### config.mk
export PLATFORM = sky130hd
export DESIGN_NAME = serial_addsub_nbit
export DESIGN_NICKNAME = d
export VERILOG_FILES = /design/src/rtl/serial_addsub_nbit.sv
export SDC_FILE = /design/constraint.sdc
export NUM_CORES = 1
export LEC_CHECK = 0
export ABC_CLOCK_PERIOD_IN_PS = 2700
export CAP_MARGIN = 20
export CORE_ASPECT_RATIO = 1.4
export CORE_UTILIZATION = 45
export CTS_CLUSTER_SIZE = 24
export DETAILED_ROUTE_END_ITERATION = 7
export PLACE_DENSITY = 0.76
export SETUP_SLACK_MARGIN = 0.05
export SLEW_MARGIN = 25
export SYNTH_ARGS = -nofsm -noshare
export SYNTH_HDL_FRONTEND = slang
export SYNTH_SLANG_ARGS = --single-unit
export TNS_END_PERCENT = 100
### constraint.sdc
create_clock -name clk -period 2.7 [get_ports clk]
set_clock_uncertainty 0.1 [all_clocks]
set_input_delay 0.405 -clock clk [delete_from_list [all_inputs] [get_ports clk]]
set_output_delay 0.405 -clock clk [all_outputs]
set_load 0.01 [all_outputs]
### src/rtl/serial_addsub_nbit.sv
// Bit-serial N-bit adder/subtractor: one full adder processes one bit per clock,
// LSB first, with the result shifted into the A register.
module serial_addsub_nbit #(
  parameter int N = 8
) (
  input  logic         clk,
  input  logic         clr,
  input  logic         start,
  input  logic         sub,
  input  logic [N-1:0] a,
  input  logic [N-1:0] b,
  output logic [N-1:0] sum,
  output logic         cout,
  output logic         ovf,
  output logic         busy,
  output logic         done
);

  localparam int CW = $clog2(N + 1);

  typedef enum logic [1:0] {IDLE, SHIFT, DONE} state_t;

  state_t         r_state;
  state_t         w_next;
  logic [N-1:0]   r_a;
  logic [N-1:0]   r_b;
  logic           r_carry;
  logic [CW-1:0]  r_count;
  logic           r_cout;
  logic           r_ovf;
  logic           w_s;
  logic           w_c;
  logic           w_last;

  always_comb begin
    w_s    = r_a[0] ^ r_b[0] ^ r_carry;
    w_c    = (r_a[0] & r_b[0]) | (r_carry & (r_a[0] ^ r_b[0]));
    w_last = (r_count == CW'(N - 1));
  end

  // NOTE: w_next gets a default before the case so no path leaves it unassigned (no latch).
  always_comb begin
    w_next = r_state;
    case (r_state)
      IDLE:    if (start) w_next = SHIFT;
      SHIFT:   if (w_last) w_next = DONE;
      DONE:    w_next = IDLE;
      default: w_next = IDLE;
    endcase
  end

  // NOTE: sequential state uses non-blocking assignments so every register samples pre-edge values.
  always_ff @(posedge clk or negedge clr) begin
    if (!clr) r_state <= IDLE;
    else      r_state <= w_next;
  end

  always_ff @(posedge clk or negedge clr) begin
    if (!clr) begin
      r_a     <= '0;
      r_b     <= '0;
      r_carry <= 1'b0;
      r_count <= '0;
      r_cout  <= 1'b0;
      r_ovf   <= 1'b0;
    end else begin
      case (r_state)
        IDLE: begin
          if (start) begin
            // Subtraction is A + ~B + 1: invert B and seed the carry with 1.
            r_a     <= a;
            r_b     <= sub ? ~b : b;
            r_carry <= sub;
            r_count <= '0;
          end
        end
        SHIFT: begin
          r_a     <= {w_s, r_a[N-1:1]};
          r_b     <= {1'b0, r_b[N-1:1]};
          r_carry <= w_c;
          r_count <= r_count + CW'(1);
          if (w_last) begin
            // Final bit is the MSB: its carry-in vs carry-out gives signed overflow.
            r_cout <= w_c;
            r_ovf  <= r_carry ^ w_c;
          end
        end
        default: ;
      endcase
    end
  end

  assign sum  = r_a;
  assign cout = r_cout;
  assign ovf  = r_ovf;
  assign busy = (r_state == SHIFT);
  assign done = (r_state == DONE);

endmodule

After elaboration in Yosys (flattened, before gate mapping)
Index checks and enable logic that the tools add are counted.
Widths: inputs -> output; s select.
{ "word_totals": {"mem_count": 0, "mem_bits_rw": 0, "word_cells": 37, "out_inout_bits": 12, "register_bits": 25, "inputBits": 20, "rom_bits": 0, "latch_bits": 0} }
{ "op_classes": {"div": 0, "multipliers": 0, "n_shift": 0, "n_lt_le_gt_ge": 0, "reduce_logical": 5, "add_sub_neg": 1, "mux": 12, "n_eq_ne": 5, "bitwise": 7} }
{ "op_table": {"columns": ["cell", "n"], "rows": [
  ["$pmux 8 s2", 2],
  ["$mux 8", 3],
  ["$not 8->8", 1],
  ["$pmux 4 s2", 1],
  ["$reduce_and 2->1", 3],
  ["$add 4x1->4 const B", 1],
  ["$eq 4x3->1 const B", 1],
  ["$mux 2", 2],
  ["$mux 4", 1],
  ["$pmux 2 s2", 1],
  ["$xor 1x1->1", 3],
  ["$and 1x1->1", 2],
  ["$eq 2x1->1 const B", 1],
  ["$eq 2x2->1 const B", 1],
  ["$logic_not 2->1", 1],
  ["$ne 2x1->1 const B", 1],
  ["$ne 2x2->1 const B", 1],
  ["$pmux 1 s2", 1],
  ["$reduce_bool 2->1", 1],
  ["$mux 1", 1],
  ["$or 1x1->1", 1]
]} }

Depth between registers and ports, before layout
Gate-level depths: netlist of run 1.
{ "depth": {"ltp_word": 4, "ltp_mapped": 5, "mapped_depth_nobuf": 4} }

Worst setup path before layout of run 1
OpenSTA, ideal clock, no wires.
{ "synth_path": {"path_type": "register to register", "start": "register r_a[0], in the netlist sum[0]", "end": "register r_ovf, in the netlist ovf", "arrival_ns": 1.303, "setup_ns": 0.125, "setup_slack_ns": 1.173, "n_path_buf": 0, "path_stages_with_launch": 4, "required_time_ns": 2.475, "period_less_slack_ns": 1.527, "path_cell_list": "dfrtp_1 -> fa_1 -> xor2_1 -> mux2_2"} }
{ "synth_between": {"elab_chain_len": 4, "word_cells_on_any_way": 5, "cone_classes": "bitwise: 5"} }
{ "synth_lines": {"columns": ["item", "line", "source"], "rows": [
  ["start, declared", "25", "logic [N-1:0] r_a;"],
  ["start signal, assigned", "78", "r_a <= {w_s, r_a[N-1:1]};"],
  ["$xor 1x1->1", "37", "w_c = (r_a[0] & r_b[0]) | (r_carry & (r_a[0] ^ r_b[0]));"],
  ["$and 1x1->1", "37", null],
  ["$or 1x1->1 (*)", "37", null],
  ["via w_c", "32", "logic w_c;"],
  ["$xor 1x1->1 (*)", "85", "r_ovf <= r_carry ^ w_c;"],
  ["end signal, assigned", "85", null],
  ["end, declared", "30", "logic r_ovf;"]
]} }
The timed path passes the listed nets; every way through them passes the cells marked *.
A chain may end at the register's enable or synchronous reset.

Worst setup path in the final report of run 1
{ "layout_path": {"start": "register r_state[1]", "end": "output busy"} }
{ "layout_between": {"elab_chain_len": 1} }
{ "layout_lines": {"columns": ["item", "line", "source"], "rows": [
  ["start, declared", "23", "state_t r_state;"],
  ["start signal, assigned", "55", "else r_state <= w_next;"],
  ["$eq 2x1->1", "96", "assign busy = (r_state == SHIFT);"],
  ["end, declared", "15", "output logic busy,"]
]} }
No other way between the ends.

==> key figures, run 1 <==
Outcome
  • Status: completed

Pwr
  • Pwr per Cell Area: 1020 mW/mm2
  • Pwr Total: 1.63 mW
  • VDD IR max: 457 uV
  • Static Leakage: 0.716 nW

STA
  • RSZ-0062 raised after global routing: false
  • F_max: 443 MHz
  • Fin. max-slew vios: 0
  • Period utilisation layout: 83.6%
  • Total negative slack: 0 ps
  • Final setup viols: 0
  • Slew HR: 65.6%
  • Actual slew at the worst max-slew pin: 515 ps
  • Final Hold Fails: 0
  • Post-layout min period: 2260 ps

Logic synthesis
  • Yosys warns: 0
  • Seq/Total Area, Yosys: 50.6%
  • Cells after Synth: 111
  • Area leader, netlist: dfrtp_1
  • Ys flop type: dfrtp_1
  • Top post-synthesis cells by count: 25 x dfrtp_1, 12 x nand2_1, 10 x o21ai_0, 9 x and3b_1, 9 x xor2_1
  • Synth Net Count: 133
  • Register bit total from synthesis: 25
  • Ys async rst share: 100%
  • Top cells by area, synth: dfrtp_1 51%, and3b_1 6.4%, xor2_1 6.4%, a221o_1 5.7%, a22oi_1 4.3%
  • Synth top area share: 50.6%
  • Post-synth EDFFs: 0
  • Count leader, synth: dfrtp_1
  • Synthesized area per cell: 11.1 um2
  • Synth cell types: 25
  • Mapped cell area: around 0.0012 mm2

Placed design
  • HPWL after DPL: 1860 um
  • # placed instances: 174
  • GP Congestion: 0.765
  • Port-buffer cells: 31
  • Placement Cell Area: between 0.0015 and 0.002 mm2

Min path
  • Hold Path Class: in2async

Critical path
  • R2R setup slack: 920 ps
  • Critical path startpoint category: register
  • Critical Path Slowest Stage Cell: dfrtp_1
  • CP endpoint kind: output pin
  • Worst Path Buf+Inv: 2
  • Crit Path Category: reg2out
  • CP max stage delay: about 540 ps
  • CP top delay family: buffers and inverters
  • Worst R2R Start: r_state[1]
  • Crit path required time: 2190 ps
  • CP Max Fanout: 14
  • WP depth: 3
  • Worst path cell trace: nand2b_1, inv_1, clkdlybuf4s50_1
  • Worst Reg-to-Reg Cells: 4
  • R2R Path End: r_b[1]
  • WP data arrival: about 1800 ps

Global routing
  • Total gr overflow: 0
  • Global-route wire length before repair: 4470 um
  • GRT Overall Usage: 20.6%
  • Most used routing layer: met2
  • Largest net degree at the start of global routing: 26
  • Grt met3 use: approximately 2.8%
  • Initial antenna violation count: 0
  • GRT met1 Usage: 26.9%
  • Met2 GRT Util: 33.6%
  • Number of global-route vias before repair: just under 1000

Floorplanning
  • Die Ht: 64.0 um
  • Boundary Pins: 32
  • Rows: 22
  • Area of the core: 0.00262 mm2
  • Horiz. Die Dim: 46.3 um
  • Die area: 0.00296 mm2
  • Initial Utilization: 47.3%

Routing
  • Routed len/inst: 14.1 um
  • DRC: 0
  • Routed Antenna Nets: 0
  • Routed via count: 970
  • Total wire length: 2510 um
  • Initial DRC Count: 30
  • DR vias/cell: 5.45
  • DRT Pass-1 Iters: 4

CTS
  • Worst-case clock buffer depth: 2
  • Root Driver: clkbuf_4
  • Clock transition at path regs: approximately 130 ps
  • CTS tree: built
  • Skew-Pair Late Insertion Delay: 310 ps
  • H-tree depth: 1
  • CTS Hold Bufs: 0
  • Post-CTS Setup Inserts: 0
  • Total CTS buffers: 3
  • PostCTS Resize Cnt: 0
  • Clock Sinks: 25

Flow run
  • Number of max-cap violations: 0

Cells and area
  • Layout area overhead: 29.6%
  • Antenna Cells: 0
  • Share of cells above drive strength 1: 7.75%
  • Footprint of the multi-input gates: 553 um2
  • Filler cells: 214
  • Design Area, Final: 0.00160 mm2
  • Register area: about 630 um2
  • Final Non-Filler Cells: 178
  • Final nets: 165
  • Final core utilization: 61.2%
metal layers:
| metal | vias up | wire length (um) |
|---|---|---|
| met5 | - | 0 |
| met4 | 0 | 46 |
| met3 | 4 | 133 |
| met2 | 38 | 1290 |
| met1 | 467 | 1040 |
| li1 | 461 | - |
kinds of logic after synthesis:
group	count (synthesis)	share of synthesized area [%]
adder cells (fa/ha/maj)	2	2.63
multiplexers	3	2.63
AND/OR/NAND/NOR	30	14.5
AO/OA/AOI/OAI	32	18.6
buffers and inverters	10	4.65
XOR/XNOR	9	6.38
flip-flops	25	50.6
metrics by stage:
step,setup WS [ps],hold WS [ps]
after detailed placement,721,389
after floorplan,1170,9.41
final,444,343
after global placement,757,383
after global routing,349,362
after CTS,425,350
sequential cells by signal, indices dropped and copies added (netlist names):
signal and flops:
sum 8, ovf 1, r_state 2, r_count 4, r_b 8, r_carry 1, cout 1
layout by cell type (no fill, tap or decap), types with 2 or more instances in the layout:
master            n
clkbuf_4          3
a22o_1            3
clkdlybuf4s50_1  31
xor2_1            9
nor2b_1           3
dfrtp_1          25
a221o_1           7
and3b_1           9
mux2_2            2
nand3_1           2
a22oi_1           7
o21ai_0          10
nand2_1          12
nand2b_1          2
a21oi_1           3
buf_4             5
worst max-delay path by stage:
stage / startpoint / to / slack, ps
floorplan: sum[0] / ovf / 1170
global placement: start / r_b[6] / 760
detailed placement: start / r_b[1] / 720
CTS: r_state[1] / busy / 420
global route: r_state[1] / busy / 350
finish: r_state[1] / busy / 440
final cells by class:
cell class                 count  area share [%]
sequential                    25            39.1
timing repair buffer          36            21.7
clock buffer                   4            1.64
inverter                       1           0.234
multi-input combinational     76            34.5
tap                           36            2.81
power by group:
part           switching [mW]  internal (mW)
Sequential              0.133          0.542
Combinational           0.364          0.431
Clock                   0.103         0.0576
Power figures use the tool's default switching activity.
==> inputs of run 2 (changes only) <==
--- a/config.mk
+++ b/config.mk
@@ -5,10 +5,10 @@
 export SDC_FILE = /design/constraint.sdc
 export NUM_CORES = 1
 export LEC_CHECK = 0
-export ABC_CLOCK_PERIOD_IN_PS = 2700
+export ABC_CLOCK_PERIOD_IN_PS = 1900
 export CAP_MARGIN = 20
 export CORE_ASPECT_RATIO = 1.4
-export CORE_UTILIZATION = 45
+export CORE_UTILIZATION = 43
 export CTS_CLUSTER_SIZE = 24
 export DETAILED_ROUTE_END_ITERATION = 7
 export PLACE_DENSITY = 0.76
==> constraint.sdc (replaced) <==
create_clock -name clk -period 1.9 [get_ports clk]
set_clock_uncertainty 0.1 [all_clocks]
set_input_delay 0.285 -clock clk [delete_from_list [all_inputs] [get_ports clk]]
set_output_delay 0.285 -clock clk [all_outputs]
set_load 0.01 [all_outputs]
==> run 2 against run 1 <==
  * Sequential share of layout area shrank 1.0 points
  * Final area grew 2.7%
  * Flip-flop and latch count is the same
  * Worst setup slack lost 280 ps
  * Register-to-register slack lost 720 ps
  * Cell count grew 2.8%
  * Clock-buffer cell count is the same
  * Non-clock buffer count grew 5
  * Clock power grew 44%
  * Routed wire length grew 0.44%
  * Highest routed layer unchanged
==> key figures, run 2 (same netlist as run 1, synthesis figures left out) <==
Critical path
  • CP endpoint kind: output pin
  • WP depth: 4 (+1)
  • Critical path startpoint category: register
  • CP Max Fanout: 11 (-3)
  • R2R Path End: r_b[6]
  • Worst Path Buf+Inv: 3 (+1)
  • Critical Path Slowest Stage Cell: dfrtp_1
  • CP top delay family: buffers and inverters
  • Crit path required time: 1510 ps (-680 ps)
  • Crit Path Category: reg2out
  • WP data arrival: 1350 ps (-400 ps)
  • Most used cell, CP: buf_4
  • Worst Reg-to-Reg Cells: 4 (unchanged)
  • Worst path cell trace: buf_4, buf_4, nor2b_1, clkdlybuf4s15_1
  • CP max stage delay: 400 ps (-140 ps)
  • R2R setup slack: 200 ps (-720 ps)
  • Worst R2R Start: r_state[0]

Cells and area
  • Final nets: 170 (+3.0%)
  • Layout area overhead: 33.1%
  • Share of cells above drive strength 1: 11.6% (+3.8 points)
  • Register area: 626 um2 (unchanged)
  • Design Area, Final: 0.00165 mm2 (+2.7%)
  • Final core utilization: 61.6% (+0.38 points)
  • Commonest non-fill, non-tap cell in the layout: clkdlybuf4s50_1
  • Filler cells: 245 (+14%)
  • Antenna Cells: 0 (unchanged)
  • Final Non-Filler Cells: 183 (+2.8%)
  • Most frequent cells in the layout: 29 x clkdlybuf4s50_1, 25 x dfrtp_1, 12 x nand2_1
  • Footprint of the multi-input gates: 561 um2 (+1.4%)

Routing
  • Routed Antenna Nets: 0 (unchanged)
  • Initial DRC Count: 16 (-47%)
  • DRC: 0 (unchanged)
  • Routed len/inst: 13.8 um (-2.3%)
  • DRT Pass-1 Iters: 4 (unchanged)
  • Total wire length: 2520 um (+0.44%)
  • Routed via count: 1005 (+3.6%)
  • DR vias/cell: 5.49 (+0.78%)

Pwr
  • Clock power share: 9.7% (about the same)
  • Static Leakage: 0.744 nW (+3.9%)
  • Switching share of power: 36.4% (-0.36 points)
  • Pwr Total: 2.37 mW (+46%)
  • Pwr per Cell Area: 1440 mW/mm2 (+42%)
  • P_sw: 865 uW (+44%)
  • Flop pwr share: 40.4% (-1.0 points)
  • VDD IR max: 717 uV (+57%)
  • Pint: 1.51 mW (+46%)
  • Logic pwr share: 49.9% (+1.2 points)

CTS
  • CTS tree: built
  • Total CTS buffers: 3 (unchanged)
  • Clock transition at path regs: 130 ps (about the same)
  • Skew-Pair Late Insertion Delay: 310 ps (about the same)
  • Worst-case clock buffer depth: 2 (unchanged)
  • Clock Sinks: 25 (unchanged)
  • H-tree depth: 1 (unchanged)
  • Root Driver: clkbuf_4
  • CTS Hold Bufs: 0 (unchanged)

Placed design
  • # placed instances: 177 (+1.7%)
  • HPWL after DPL: 1900 um (+2.2%)
  • Placement Cell Area: 0.00160 mm2 (+1.4%)
  • Port-buffer cells: 31 (unchanged)
  • GP Congestion: 0.692 (-9.5%)

Global routing
  • Largest net degree at the start of global routing: 26 (unchanged)
  • Grt met3 use: 2.47% (-0.35 points)
  • GRT Overall Usage: 20.3% (-0.26 points)
  • Total gr overflow: 0 (unchanged)
  • Initial antenna violation count: 0 (unchanged)
  • Most used routing layer: met2
  • Global-route wire length before repair: 4560 um (+2.0%)
  • GRT met1 Usage: 27.6% (+0.69 points)
  • Met2 GRT Util: 32.7% (-0.92 points)
  • Number of global-route vias before repair: 1001 (+0.60%)

Floorplanning
  • Die Ht: 65.4 um (+2.2%)
  • Boundary Pins: 32 (unchanged)
  • Rows: 22 (unchanged)
  • Initial Utilization: 46.3% (-0.97 points)
  • Die area: 0.00310 mm2 (+4.5%)
  • Area of the core: 0.00267 mm2 (+2.1%)
  • Horiz. Die Dim: 47.3 um (+2.2%)

STA
  • Hold_ws: 209 ps (-134 ps)
  • F_max: 575 MHz
  • Period utilisation layout: 91.6%
  • Actual slew at the worst max-slew pin: 581 ps (+66.1 ps)
  • Final setup viols: 0 (unchanged)
  • Slew HR: 61.2% (-4.4 points)
  • Post-layout min period: between 1500 and 2000 ps
  • Fin. max-slew vios: 0 (unchanged)
  • Final Hold Fails: 0 (unchanged)
  • RSZ-0062 raised after global routing: false

Min path
  • Hold Path Class: in2async

Flow run
  • Number of max-cap violations: 0 (unchanged)

Outcome
  • Status: completed
run 2: final cells by class:
class	count	area share (%)
flip-flops and latches	25	38.0
multi-input cells	76	34.1
repair buffers	41	23.3
well taps	36	2.74
clock buffers	4	1.60
inverters	1	0.228
run 2: power by group through the flow:
stage               clock network (mW)  registers (mW)  logic (mW)
floorplan                            0           0.976       0.677
global placement                     0           0.953        1.13
detailed placement                   0           0.966        1.19
CTS                              0.234           0.960        1.19
global route                     0.265           0.995        1.33
finish                           0.230           0.958        1.18
run 2: per-stage QoR:
| stage | setup WS (ps) | TNS, ps |
|---|---|---|
| floorplan | 373 | 0 |
| global placement | 70.4 | 0 |
| detailed placement | -23.3 | -110 |
| CTS | 97.4 | 0 |
| global route | 76.7 | 0 |
| finish | 160 | 0 |
run 2: repair_timing:
action,in CTS,in global routing
setup buffers,1,1
endpoints found under the setup margin,2,1
gates resized for setup,3,1
cloned,0,0
run 2: how the worst max path moves through the flow:
stage,startpoint,end,slack [ps]
after floorplan,sum[0],ovf,370
after global placement,start,r_b[6],70
after detailed placement,start,r_b[6],-20
after CTS,r_state[1],done,100
after global routing,r_state[1],done,80
final,r_state[1],done,160
run 2: metal layers:
metal	wire length [um]	share of wire (%)
met4	34	1.3
met5	0	0
met3	102	4.0
met2	1300	52
met1	1080	43
